`config.mk`:
```
export PLATFORM = sky130hd
export DESIGN_NAME = axis_lfsr_popcount
export DESIGN_NICKNAME = d
export VERILOG_FILES = /design/src/rtl/axis_lfsr_checker_pkg.sv /design/src/rtl/axis_lfsr_checker_popcount.sv
export SDC_FILE = /design/constraint.sdc
export NUM_CORES = 1
export LEC_CHECK = 0
export ABC_AREA = 1
export CAP_MARGIN = 20
export CORE_MARGIN = 5
export CORE_UTILIZATION = 49
export DETAILED_ROUTE_END_ITERATION = 10
export GPL_ROUTABILITY_DRIVEN = 0
export PLACE_DENSITY = 0.88
export SYNTH_ARGS = -nofsm -noshare
export SYNTH_HDL_FRONTEND = slang
export SYNTH_SLANG_ARGS = --single-unit
```
`constraint.sdc`:
```
create_clock -name vclk -period 15
set_clock_uncertainty 0.2 [all_clocks]
set_input_delay 3.75 -clock vclk [all_inputs]
set_output_delay 3.75 -clock vclk [all_outputs]
set_load 0.1 [all_outputs]
```
`src/rtl/axis_lfsr_checker_pkg.sv`:
```
// Shared LFSR pattern definitions for the test-pattern generator and checker.
// Holds the state encoding, the step function and the generator seed.
package axis_lfsr_checker_pkg;

  localparam int unsigned LFSR_W = 64;
  localparam int unsigned POP_W  = 7;
  localparam int unsigned RUN_W  = 8;

  localparam logic [LFSR_W-1:0] LFSR_SEED = 64'h5555_5555_5555_5555;

  typedef enum logic {
    ST_HUNT   = 1'b0,
    ST_LOCKED = 1'b1
  } state_e;

  function automatic logic [LFSR_W-1:0] lfsr_step(input logic [LFSR_W-1:0] x);
    return {x[62:0], ~(x[62] ^ x[61])};
  endfunction

endpackage

```
`src/rtl/axis_lfsr_checker_popcount.sv`:
```
// Combinational 64-bit population count built as a balanced adder tree.
// Zero latency; no flow control.
module axis_lfsr_popcount
  import axis_lfsr_checker_pkg::*;
(
  input  logic [LFSR_W-1:0] in_dat,
  output logic [POP_W-1:0]  cnt_dat
);

  logic [1:0] lvl1 [32];
  logic [2:0] lvl2 [16];
  logic [3:0] lvl3 [8];
  logic [4:0] lvl4 [4];
  logic [5:0] lvl5 [2];

  always_comb begin
    for (int i = 0; i < 32; i++) lvl1[i] = {1'b0, in_dat[2*i]} + {1'b0, in_dat[2*i+1]};
    for (int i = 0; i < 16; i++) lvl2[i] = {1'b0, lvl1[2*i]} + {1'b0, lvl1[2*i+1]};
    for (int i = 0; i < 8; i++)  lvl3[i] = {1'b0, lvl2[2*i]} + {1'b0, lvl2[2*i+1]};
    for (int i = 0; i < 4; i++)  lvl4[i] = {1'b0, lvl3[2*i]} + {1'b0, lvl3[2*i+1]};
    for (int i = 0; i < 2; i++)  lvl5[i] = {1'b0, lvl4[2*i]} + {1'b0, lvl4[2*i+1]};
    cnt_dat = {1'b0, lvl5[0]} + {1'b0, lvl5[1]};
  end

endmodule

```
==> results.cfg <==
[status]
status = completed

[synthesis]
avgSynthCellArea_sq_um = 9.54
syn_inst = 179
synth-warning-count = 0
syn_area_sq_mm = 0.00171
syn-num-nets = 312
synth.distinct_cells = 9
ys_seq_area_share_pct = 0

[timing]
setup_tns_ps = 0
final_hold_viol_count = 0
rsz0062_at_grt = false
worst_slew_pin_slew_ps = 963
maxSlewHeadroom_pct = 35.6
period_share_pct = 91.0
setup_viol_count_final = 0
final_max_slew_viol_count = 0
finalWorstPathRequiredPeriod_ps = 13650
max_clock_freq_ghz = 0.0732

[hold_path]
holdPathStages = 6
min_from = in_dat[2]
hp-class = input port to output pin
min_to = cnt_dat[5]

[critical_path]
crit_path_start_kind = input port
worstPathArrival_ps = 9700
end_kind = output pin
worstSetupStartpoint = in_dat[53]
critical_path_class = input port to output pin
required_ps = 11050
critPathMaxFanout = 1

[final_layout]
seq_cells = 0
clock_buffers = 0
fill_cells = 265
antenna_cells = 0
nets = 385
drive_above_1_share_pct = 2.40
area_growth_pct = 44.1
seq_area_sq_um = 0

[grt]
grt_max_degree = 6
grt_pass1_wl_microns = 5410
grt_pass1_vias = 1391
grt_usage_pct = 13.0
gr-total-overflow = 0
antenna_found_initial = 0

[job]
cap_violations = 0

[placed_design]
io_buffers = 71
dp_hpwl_microns = 3160

[floorplan]
io_pins = 71
die_w_microns = 69.0
initial_core_util_pct = 50.8
core_sq_mm = 0.00336
dieArea_sq_mm = 0.00477
die_h_microns = 69.0
fp-row-count = 21

[drt]
first_pass_iters = 4
drt_iter0_drc = 17
antenna_left = 0
wl_per_cell_microns = 10.3
vias_per_cell = 4.37
vias = 1293
routed_wirelength_microns = 3050
drc = 0

[clocking]
post-cts-setup-buffers = 0
ctsResizeCount = 0
hold_buffers = 0
[per-layer routing]
metal | vias to the layer above | GRT usage (%) | share of wire [%]
met5 | - | 0 | 0
met4 | 0 | 0 | 0
met3 | 0 | 3.63 | 11
met2 | 52 | 25.3 | 54
met1 | 625 | 14.8 | 35
li1 | 616 | - | -
[cells by family after synthesis]
| family | after synthesis | share of synthesized area, % |
|---|---|---|
| adder cells (fa/ha/maj) | 69 | 74.3 |
| AND/OR/NAND/NOR | 18 | 4.40 |
| XOR/XNOR | 3 | 1.54 |
| buffers and inverters | 86 | 18.9 |
| AO/OA/AOI/OAI | 3 | 0.879 |
[cell type report]
class | instances | area, sq um | area share, %
tap | 46 | 57.6 | 2.34
multi-input combinational | 93 | 1390 | 56.3
timing repair buffer | 71 | 696 | 28.3
inverter | 86 | 323 | 13.1
[critical path, stage by stage]
cell and delay [ps]:
clkdlybuf4s50_1 430, fa_1 540, inv_1 60, fa_1 500, inv_1 50, fa_1 470
inv_1 50, fa_1 470, inv_1 50, fa_1 470, inv_1 50, fa_1 490
fa_1 430, fa_1 490, inv_1 40, ha_1 260, clkdlybuf4s50_1 1120
[how the worst max path moves through the flow]
stage                      end  cells after the start
global placement    cnt_dat[0]                     17
CTS                 cnt_dat[0]                     17
floorplan           cnt_dat[4]                     19
global route        cnt_dat[0]                     17
finish              cnt_dat[0]                     17
detailed placement  cnt_dat[0]                     17
[cells in the final DEF, fill, tap and decap left out]
| cell type | count |
|---|---|
| nand3_1 | 4 |
| xor2_1 | 3 |
| fa_1 | 54 |
| ha_1 | 15 |
| inv_1 | 86 |
| nor2_1 | 3 |
| a21oi_1 | 3 |
| nand4_1 | 1 |
| buf_4 | 6 |
| clkdlybuf4s50_1 | 65 |
| nand2_1 | 10 |
[synthesized netlist by cell type]
cell     number  share of area (%)
a21oi_1       3               0.88
fa_1         54                 63
ha_1         15                 11
inv_1        86                 19
nand2_1      10                2.2
nand3_1       4                1.2
nand4_1       1               0.37
nor2_1        3               0.66
xor2_1        3                1.5
[stage by stage]
step | hold slack [ps] | utilization, % | cell area (sq um) | cells | setup WS (ps)
4_1_cts | 8420 | 73.2 | 2460 | 296 | 1310
5_1_grt | 8470 | 73.2 | 2460 | 296 | 1120
3_5_place_dp | 8410 | 73.2 | 2460 | 296 | 1300
2_1_floorplan | 7850 | - | 1710 | 179 | 1060
6_report | 8410 | 73.2 | 2460 | 296 | 1350
3_3_place_gp | 8410 | 73.2 | 2460 | 296 | 1360
Power is left out: the tool's default activity adds up to more than one toggle a clock period on the data nets, which glitch-free logic cannot reach.
